$ cat src/rtl/par_pkg.sv
// Shared types and constants for the parity-protected word path (transmit and receive sides).
package par_pkg;

  localparam int PAR_DATA_BITS  = 4;
  localparam int PAR_FRAME_BITS = 7;

  typedef struct packed {
    logic x1;
    logic x2;
    logic x3;
    logic x4;
    logic parity;
    logic all_ones;
  } Parity_struct;

  typedef enum logic [1:0] {
    IDLE = 2'd0,
    DATA = 2'd1,
    PAR  = 2'd2,
    STOP = 2'd3
  } par_rx_state_e;

endpackage

$ cat src/rtl/par_calc.sv
// Even-parity and all-ones calculator for a 4-bit word; shared by both ends of the link
// so the transmitter and the receiver always agree on the parity function.
module par_calc (
  input  logic x1,
  input  logic x2,
  input  logic x3,
  input  logic x4,
  output logic parity,
  output logic all_ones
);

  assign parity   = x1 ^ x2 ^ x3 ^ x4;
  assign all_ones = x1 & x2 & x3 & x4;

endmodule

$ cat src/rtl/par_rx.sv
// Framed serial receiver (start, x1..x4, parity, stop) with parity/framing checks and a
// valid/ready output. Optional saturating error counter enabled by PAR_RX_ERRCNT_EN.
module par_rx
  import par_pkg::*;
#(
  parameter int ERRCNT_W = 8
) (
  input  logic         clk,
  input  logic         rst_n,
  input  logic         bit_en,
  input  logic         sin,
  output logic         out_valid,
  input  logic         out_ready,
  output Parity_struct out_word,
  output logic         parity_err,
  output logic         frame_err,
  output logic         overrun
`ifdef PAR_RX_ERRCNT_EN
  ,
  output logic [ERRCNT_W-1:0] err_count
`endif
);

  par_rx_state_e r_state;
  par_rx_state_e w_next;

  logic [1:0]   r_bit_idx;
  logic [3:0]   r_x;
  logic         r_par;

  logic         w_start;
  logic         w_shift_en;
  logic         w_par_en;
  logic         w_done;
  logic         w_last_data;

  logic         w_exp_par;
  logic         w_all_ones;
  logic         w_pe;
  logic         w_fe;
  logic         w_load;

  Parity_struct r_word;
  logic         r_valid;
  logic         r_pe;
  logic         r_fe;
  logic         r_overrun;

  assign w_last_data = (r_bit_idx == 2'(PAR_DATA_BITS - 1));

  // FSM: state register
  always_ff @(posedge clk or negedge rst_n) begin
    if (!rst_n) r_state <= IDLE;
    else        r_state <= w_next;
  end

  // FSM: next state, advancing only on bit strobes
  always_comb begin
    w_next = r_state;
    if (bit_en) begin
      case (r_state)
        IDLE:    if (!sin) w_next = DATA;
        DATA:    if (w_last_data) w_next = PAR;
        PAR:     w_next = STOP;
        STOP:    w_next = IDLE;
        default: w_next = IDLE;
      endcase
    end
  end

  // FSM: per-state strobes
  always_comb begin
    w_start    = 1'b0;
    w_shift_en = 1'b0;
    w_par_en   = 1'b0;
    w_done     = 1'b0;
    if (bit_en) begin
      case (r_state)
        IDLE:    w_start    = ~sin;
        DATA:    w_shift_en = 1'b1;
        PAR:     w_par_en   = 1'b1;
        STOP:    w_done     = 1'b1;
        default: ;
      endcase
    end
  end

  // Deserialiser: r_x[0] holds x1, the first data bit on the wire
  always_ff @(posedge clk or negedge rst_n) begin
    if (!rst_n) begin
      r_bit_idx <= '0;
      r_x       <= '0;
      r_par     <= 1'b0;
    end else begin
      if (w_start)         r_bit_idx <= '0;
      else if (w_shift_en) r_bit_idx <= r_bit_idx + 2'd1;
      if (w_shift_en)      r_x[r_bit_idx] <= sin;
      if (w_par_en)        r_par <= sin;
    end
  end

  par_calc u_calc (
    .x1       (r_x[0]),
    .x2       (r_x[1]),
    .x3       (r_x[2]),
    .x4       (r_x[3]),
    .parity   (w_exp_par),
    .all_ones (w_all_ones)
  );

  // The stop bit is being sampled on the completing strobe, so sin is the stop bit here
  assign w_pe   = r_par ^ w_exp_par;
  assign w_fe   = ~sin;
  assign w_load = w_done & (~r_valid | out_ready);

  // Output register: loads when empty or draining this cycle, otherwise holds
  always_ff @(posedge clk or negedge rst_n) begin
    if (!rst_n) begin
      r_word    <= '0;
      r_valid   <= 1'b0;
      r_pe      <= 1'b0;
      r_fe      <= 1'b0;
      r_overrun <= 1'b0;
    end else begin
      if (w_load) begin
        r_word.x1       <= r_x[0];
        r_word.x2       <= r_x[1];
        r_word.x3       <= r_x[2];
        r_word.x4       <= r_x[3];
        r_word.parity   <= r_par;
        r_word.all_ones <= w_all_ones;
        r_pe            <= w_pe;
        r_fe            <= w_fe;
        r_valid         <= 1'b1;
      end else if (r_valid && out_ready) begin
        r_valid <= 1'b0;
      end
      if (w_done && !w_load) r_overrun <= 1'b1;
    end
  end

  assign out_valid  = r_valid;
  assign out_word   = r_word;
  assign parity_err = r_pe;
  assign frame_err  = r_fe;
  assign overrun    = r_overrun;

`ifdef PAR_RX_ERRCNT_EN
  logic [ERRCNT_W-1:0] r_err_cnt;

  // Counts every completed bad frame, dropped ones included, and sticks at all-ones
  always_ff @(posedge clk or negedge rst_n) begin
    if (!rst_n) begin
      r_err_cnt <= '0;
    end else if (w_done && (w_pe || w_fe) && (r_err_cnt != {ERRCNT_W{1'b1}})) begin
      r_err_cnt <= r_err_cnt + 1'b1;
    end
  end

  assign err_count = r_err_cnt;
`endif

endmodule

$ cat config.mk
export PLATFORM = sky130hd
export DESIGN_NAME = par_rx
export DESIGN_NICKNAME = d
export VERILOG_FILES = /design/src/rtl/par_pkg.sv /design/src/rtl/par_calc.sv /design/src/rtl/par_rx.sv
export SDC_FILE = /design/constraint.sdc
export NUM_CORES = 1
export LEC_CHECK = 0
export BUFFER_PORTS_ARGS = -buffer_cell sky130_fd_sc_hd__clkbuf_2
export CAP_MARGIN = 20
export CORE_MARGIN = 3
export CORE_UTILIZATION = 54
export CTS_CLUSTER_DIAMETER = 60
export DETAILED_ROUTE_END_ITERATION = 7
export PLACE_DENSITY = 0.77
export SLEW_MARGIN = 25
export SYNTH_ARGS = -nofsm -noshare
export SYNTH_HDL_FRONTEND = slang
export SYNTH_SLANG_ARGS = --single-unit
export TNS_END_PERCENT = 5
$ cat constraint.sdc
create_clock -name clk -period 1.8 [get_ports clk]
set_input_delay 0.36 -clock clk [delete_from_list [all_inputs] [get_ports clk]]
set_output_delay 0.36 -clock clk [all_outputs]
set_load 0.03 [all_outputs]
======== After elaboration in Yosys (flattened, before gate mapping) ========
Index checks and enable logic that the tools add are counted.
word-level totals
  bits in registers ....................... 19
cells by class
  add/subtract/negate cells ............... 1
  $lt $le $gt $ge ......................... 2
  eq/ne operators ......................... 6
  mux-type cells .......................... 18
  bitwise operators ....................... 11
  reduce and logical (&&, ||, !) cells .... 8
operators with widths
  cell                                                                                 count
  1-bit 2-to-1 mux                                                                     11
  2-bit 2-to-1 mux                                                                     4
  2-bit case mux with 4 select lines                                                   1
  2-bit == test, second input constant                                                 3
  1-bit AND                                                                            4
  4-bit bitwise mux                                                                    1
  2-bit inequality test, second input constant                                         2
  2-bit nonzero test                                                                   2
  1-bit XOR                                                                            4
  1-bit logical AND                                                                    3
  2-bit by 3-bit < comparator with 1-bit output, second input constant                 1
  3-bit AND reduction                                                                  1
  2-bit by 1-bit adder with 2-bit output, second input constant                        1
  1-bit demux with 2-bit select                                                        1
  2-bit by 1-bit == test with 1-bit output, second input constant                      1
  2-bit by 1-bit greater-or-equal comparator with 1-bit output, second input constant  1
  2-bit logical NOT                                                                    1
  1-bit inverter                                                                       2
  1-bit logical NOT                                                                    1
  1-bit OR                                                                             1

======== Logic depth before layout (Yosys ltp) ========
Gate-level depths: netlist of run 1.
  depth after elaboration ................. 6
  mapped depth ............................ 5

======== By module ========
From an unflattened synthesis of run 1, not the netlist that was laid out.
second synthesis, totals
  cell total of the unflattened synthesis .. 76
  area total of the unflattened synthesis .. 1012.2 um^2
by module, submodules not included
  module    instances  cells an instance  area each (um^2)
  par_rx    1          73                 968.4
  par_calc  1          3                  43.8

======== Least setup slack after synthesis of run 1 ========
Ideal clock, no wire load.
  path kind ............................... register to register
  from .................................... register r_state[1]
  to ...................................... register r_state[1]
  library setup time ...................... 0.125 ns
  arrival ................................. 1.286 ns
  data required time ...................... 1.675 ns
  setup slack ............................. 0.389 ns
  cell stages (with the launch flop) ...... 6
  path buffers ............................ 0
  path through ............................ dfrtp_1 -> inv_1 -> ha_1 -> inv_2 -> o211a_1 -> mux2_4
between the ends
  longest elaborated chain between the ends .. 3
  elaborated cells on any way between the ends .. 8
ends and longest elaborated chain
  element                                                                        line          RTL
  start, declared                                                                par_rx.sv:24  par_rx_state_e r_state;
  start signal, assigned                                                         par_rx.sv:54  else r_state <= w_next;
  2-bit by 1-bit == test with 1-bit output or 2-bit logical NOT (tied branches)  par_rx.sv:61  case (r_state)
  2-bit inequality test (no source line)                                         -
  3-bit AND reduction (no source line)                                           -
Several ways; a longest one is shown, not always the timed one.
A chain may end at the register's enable or synchronous reset.

======== Final worst setup path of run 1 ========
Ends and elaborated chain as after synthesis.

==> results.py, run 1 <==
metrics = {
    "sta": {
        "setup_viol": 0,
        "worst_slew_pin_slew_ns": 0.466,
        "hold_violations": 0,
        "fin_skew_ns": 0.00667,
        "post-route-period-util_pct": 86.2,
        "relSlewSlack_pct": 68.9,
        "grt_setup_unrepaired": "false",
        "drv_slew": 0,
        "setup-tns-final_ns": 0,
        "fmax_ghz": 0.645,
        "min_period_ns": 1.55,
    },
    "clock_network": {
        "cts_buffer_depth": 2,
        "htree_num_levels": 1,
        "cts_made_buffers": 3,
        "clock_latency_ns": 0.29,
        "cts.sinks": 19,
        "cts_setup_buffers": 0,
        "cts_root_buf": "clkbuf_4",
        "cts_tree": "built",
        "hold_buffers": 0,
        "post_cts_resized": 0,
        "clkTransAtPathRegs_ns": 0.10,
    },
    "detailed_routing": {
        "route.vias.total": 579,
        "ant_nets": 0,
        "wirelength_um": 1550,
        "drt-initial-drc-count": 6,
        "viasPerCell": 5.36,
        "wl_per_cell_um": 14.3,
        "drt_pass1_iterations": 4,
        "drc": 0,
    },
    "worst_setup_path": {
        "cp.required_ns": 1.98,
        "critical_path.max_fanout": 7,
        "critPathLaunch": "r_state[1]$_DFFE_PN0P_",
        "endpoint": "r_state[1]$_DFFE_PN0P_",
        "critical_path_class": "register to register",
        "r2r_slack_ns": 0.25,
        "critPathLaunchType": "register",
        "r2r-end": "r_state[1]$_DFFE_PN0P_",
        "r2r_cells": 5,
        "critical_path_arrival_ns": 1.73,
        "worst_setup_path_end_kind": "register",
        "r2r_start": "r_state[1]$_DFFE_PN0P_",
    },
    "die": {
        "start_util_pct": 60.6,
        "die_h_um": 48.0,
        "placementRows": 14,
        "io_pins": 15,
        "core_mm2": 0.00158,
        "die_area_mm2": 0.00231,
        "die-width_um": 48.0,
    },
    "synth": {
        "synth_nets": 89,
        "synthDistinctLibCells": 24,
        "ys_ff_latch": 19,
        "synth_ff_type": "dfrtp_1",
        "synth_area_um2": 955,
        "syn_area_per_cell_um2": 12.7,
        "yosys_warnings": 0,
        "synth_edf_count": 0,
        "yosysSeqAreaShare_pct": 49.8,
        "postSynthCellCount": 75,
        "synthArstFlopShare_pct": 100,
    },
    "flow_run": {
        "maxCapViolCount": 0,
    },
    "finish": {
        "syn_to_final_growth_pct": 11.3,
        "layout_commonest_cell": "dfrtp_1",
        "n_antenna_cell": 0,
        "final_cell_mix": "dfrtp_1, clkbuf_2, mux2_2",
        "drive_gt1_share_pct": 39.1,
        "fin_nets": 107,
    },
    "pwr": {
        "leakagePower_nw": 0.544,
        "total_power_mw": 2.00,
        "power_density_mw_per_mm2": 1880,
        "peakVddDrop_uv": 1010,
    },
    "grt": {
        "grt_max_degree": 20,
        "track_usage_pct": 15.2,
        "grt_pass1_wl_um": 2390,
        "antenna_found_initial": 0,
        "gr-total-overflow": 0,
        "grt_pass1_vias": 539,
    },
    "status": {
        "outcome": "finished clean",
    },
    "placed_design": {
        "gp_congestion": 0.785,
        "io_buffers": 14,
        "dp_hpwl_um": 1160,
    },
    "worst_hold_path": {
        "worst_hold_path_type": "input port to async pin",
    },
}
==> synth_stat cells, types with 2 or more instances <==
library cell	n	share of area (%)
xnor2_1	2	1.8
o22ai_1	2	1.3
mux2_2	12	14
ha_1	9	12
nor2b_1	2	1.3
inv_1	5	2.0
dfrtp_1	19	50
nand2_1	4	1.6
a21oi_1	2	1.0
nand3_1	4	2.1
==> power by group <==
part	internal [mW]	switching (mW)	leakage, nW
logic	0.451	0.541	0.299
clock network	0.0860	0.121	0.0150
registers	0.634	0.168	0.230
==> state kept, by name (all words and copies together), names as in the netlist <==
name	cells
frame_err	1
out_valid	1
out_word	6
overrun	1
parity_err	1
r_bit_idx	2
r_par	1
r_state	2
r_x	4
==> per-layer routing <==
| metal | GRT usage, % | part of all wire (%) |
|---|---|---|
| met4 | 6.45 | 0.58 |
| met5 | 0 | 0 |
| met2 | 24.8 | 49 |
| met3 | 3.38 | 2.4 |
| met1 | 19.2 | 48 |
==> worst min-delay path by stage <==
stage | slack, ns | endpoint
after floorplan | 0.06 | frame_err$_DFFE_PN0P_
after global placement | 0.33 | out_valid$_DFFE_PN0P_
after detailed placement | 0.33 | out_word[1]$_DFFE_PN0P_
after CTS | 0.01 | out_word[2]$_DFFE_PN0P_
after global routing | 0.01 | r_x[2]$_DFFE_PN0P_
final | 0.003 | r_x[2]$_DFFE_PN0P_
==> worst max-delay path: stages (launching register included) <==
cell	delay (ns)
dfrtp_1	0.44
inv_1	0.10
ha_1	0.29
inv_2	0.08
o211a_1	0.25
mux2_4	0.29
==> metrics by stage <==
stage	instance area (um2)	hold WS, ns	cells	worst slack (ns)	utilization, %
after floorplan	955	0.0644	75	0.389	-
after global placement	1040	0.329	104	0.335	65.7
after detailed placement	1040	0.333	104	0.292	65.7
after CTS	1060	0.0110	108	0.271	67.4
after global routing	1060	0.0147	108	0.188	67.4
final	1060	0.00291	108	0.249	67.4
==> cell families after synthesis <==
logic type	count (synthesis)	share of synthesized area, %
simple gates	14	8.91
fa+ha+maj	9	11.8
compound gates	8	5.90
buf+inv	8	4.06
mux	14	16.8
flops	19	49.8
xor+xnor	3	2.75
==> cell type report <==
type / instances / area [um2]
clock buffer: 4 / 26.3
fill: 112 / 514
inverter: 6 / 22.5
multi-input combinational: 48 / 440
sequential: 19 / 475
tap: 16 / 20.0
timing repair buffer: 15 / 77.6
Note: power is estimated with default switching activity, not from simulation.
==> inputs of run 2 (changes only) <==
--- a/config.mk
+++ b/config.mk
@@ -9,6 +9,7 @@
 export CAP_MARGIN = 20
 export CORE_MARGIN = 3
 export CORE_UTILIZATION = 54
+export CTS_BUF_LIST = sky130_fd_sc_hd__clkbuf_16
 export CTS_CLUSTER_DIAMETER = 60
 export DETAILED_ROUTE_END_ITERATION = 7
 export PLACE_DENSITY = 0.77
==> constraint.sdc (replaced) <==
create_clock -name clk -period 1.7 [get_ports clk]
set_input_delay 0.34 -clock clk [delete_from_list [all_inputs] [get_ports clk]]
set_output_delay 0.34 -clock clk [all_outputs]
set_load 0.03 [all_outputs]
==> results.py, run 2 (same netlist as run 1, synthesis figures left out) <==
metrics = {
    "worst_setup_path": {
        "r2r_start": "r_state[1]$_DFFE_PN0P_",
        "worst_setup_path_end_kind": "register",
        "crit_chain": "inv_1 > ha_1 > inv_2 > o211a_1 > mux2_4",
        "r2r-end": "r_state[1]$_DFFE_PN0P_",
        "r2r_slack_ns": 0.17,
        "critPathSlowestCell": "dfrtp_1",
        "cp.required_ns": 1.83,
        "critical_path.max_fanout": 7,
        "critPathLaunch": "r_state[1]$_DFFE_PN0P_",
        "critical_path_arrival_ns": 1.67,
        "slowest_delay_ns": 0.42,
        "path_buf_inv": 2,
        "critical_path_class": "register to register",
        "cpLargestDelayFamily": "flip-flops",
        "critPathLaunchType": "register",
        "r2r_cells": 5,
    },
    "grt": {
        "grt_max_degree": 20,
        "antenna_found_initial": 0,
        "track_usage_pct": 16.1,
        "grt_pass1_wl_um": 2460,
        "gr-total-overflow": 0,
        "grt_pass1_vias": 539,
    },
    "pwr": {
        "leakagePower_nw": 0.571,
        "clockPowerShare_pct": 19.7,
        "total_power_mw": 2.37,
        "power_density_mw_per_mm2": 2130,
        "p_sw_mw": 0.909,
        "internal_power_mw": 1.46,
        "pwr-share-comb_pct": 44.2,
        "switching_share_pct": 38.3,
        "peakVddDrop_uv": 1030,
        "power_frac_seq_pct": 36.0,
    },
    "worst_hold_path": {
        "worst_hold_path_type": "input port to async pin",
    },
    "finish": {
        "final_cells": 108,
        "regArea_um2": 475,
        "nFillCells": 105,
        "drive_gt1_share_pct": 39.1,
        "final_core_util_pct": 70.7,
        "multi_input_area_um2": 440,
        "largest_reg_flops": 6,
        "fin_nets": 107,
        "design_area_mm2": 0.00111,
        "n_antenna_cell": 0,
        "final_cell_mix": "dfrtp_1, clkbuf_2, mux2_2",
        "syn_to_final_growth_pct": 16.8,
        "layout_commonest_cell": "dfrtp_1",
    },
    "die": {
        "start_util_pct": 60.6,
        "die_area_mm2": 0.00231,
        "placementRows": 14,
        "die_h_um": 48.0,
        "io_pins": 15,
        "die-width_um": 48.0,
        "core_mm2": 0.00158,
    },
    "clock_network": {
        "cts_made_buffers": 3,
        "clkTransAtPathRegs_ns": 0.05,
        "htree_num_levels": 1,
        "post_cts_resized": 0,
        "clock_latency_ns": 0.25,
        "hold_buffers": 0,
        "cts_setup_buffers": 0,
        "cts_buffer_depth": 2,
        "cts.sinks": 19,
        "cts_tree": "built",
        "cts_root_buf": "clkbuf_16",
    },
    "sta": {
        "min_period_ns": 1.53,
        "fmax_ghz": 0.652,
        "grt_setup_unrepaired": "false",
        "fin_skew_ns": 0.000921,
        "holdWs_ns": 0.0389,
        "setup-tns-final_ns": 0,
        "worst_slew_pin_slew_ns": 0.476,
        "setup_viol": 0,
        "relSlewSlack_pct": 68.3,
        "hold_violations": 0,
        "post-route-period-util_pct": 90.3,
        "drv_slew": 0,
        "layout_setup_ws_ns": 0.166,
    },
    "placed_design": {
        "dp_slack_ns": 0.192,
        "io_buffers": 14,
        "dp_cells": 104,
        "place_area_mm2": 0.00104,
        "gp_congestion": 0.785,
        "dp_hpwl_um": 1160,
    },
    "detailed_routing": {
        "drt-initial-drc-count": 3,
        "drt_pass1_iterations": 2,
        "wirelength_um": 1560,
        "drc": 0,
        "wl_per_cell_um": 14.4,
        "route.vias.total": 579,
        "viasPerCell": 5.36,
        "ant_nets": 0,
    },
    "status": {
        "outcome": "finished clean",
    },
    "flow_run": {
        "maxCapViolCount": 0,
    },
}
-- run 2: cell type report --
type / instances / area share, %
flip-flops and latches: 19 / 42.6
multi-input cells: 48 / 39.5
repair buffers: 15 / 6.96
clock buffers: 3 / 6.73
inverters: 6 / 2.02
well taps: 16 / 1.80
clock inverters: 1 / 0.337
-- run 2: power groups by stage --
stage / logic [mW] / clock network [mW] / registers (mW)
2_1_floorplan: 0.615 / 0 / 1.04
5_1_grt: 1.16 / 0.507 / 0.884
6_report: 1.05 / 0.468 / 0.855
4_1_cts: 1.06 / 0.478 / 0.856
3_3_place_gp: 1.03 / 0 / 0.840
3_5_place_dp: 1.05 / 0 / 0.861
-- run 2: how the worst max path moves through the flow --
stage                                  end  slack [ns]  cells after the start
floorplan           r_state[1]$_DFFE_PN0P_        0.29                      5
global placement    r_state[1]$_DFFE_PN0P_        0.23                      5
detailed placement  r_state[1]$_DFFE_PN0P_        0.19                      5
CTS                 r_state[1]$_DFFE_PN0P_        0.18                      5
global route        r_state[1]$_DFFE_PN0P_        0.08                      5
finish              r_state[1]$_DFFE_PN0P_        0.17                      5
-- run 2: per-layer routing --
metal / share of wire, % / global-route usage [%]
met1: 48 / 19.5
met2: 47 / 25.9
met3: 2.8 / 3.38
met4: 2.0 / 9.68
met5: 0 / 0
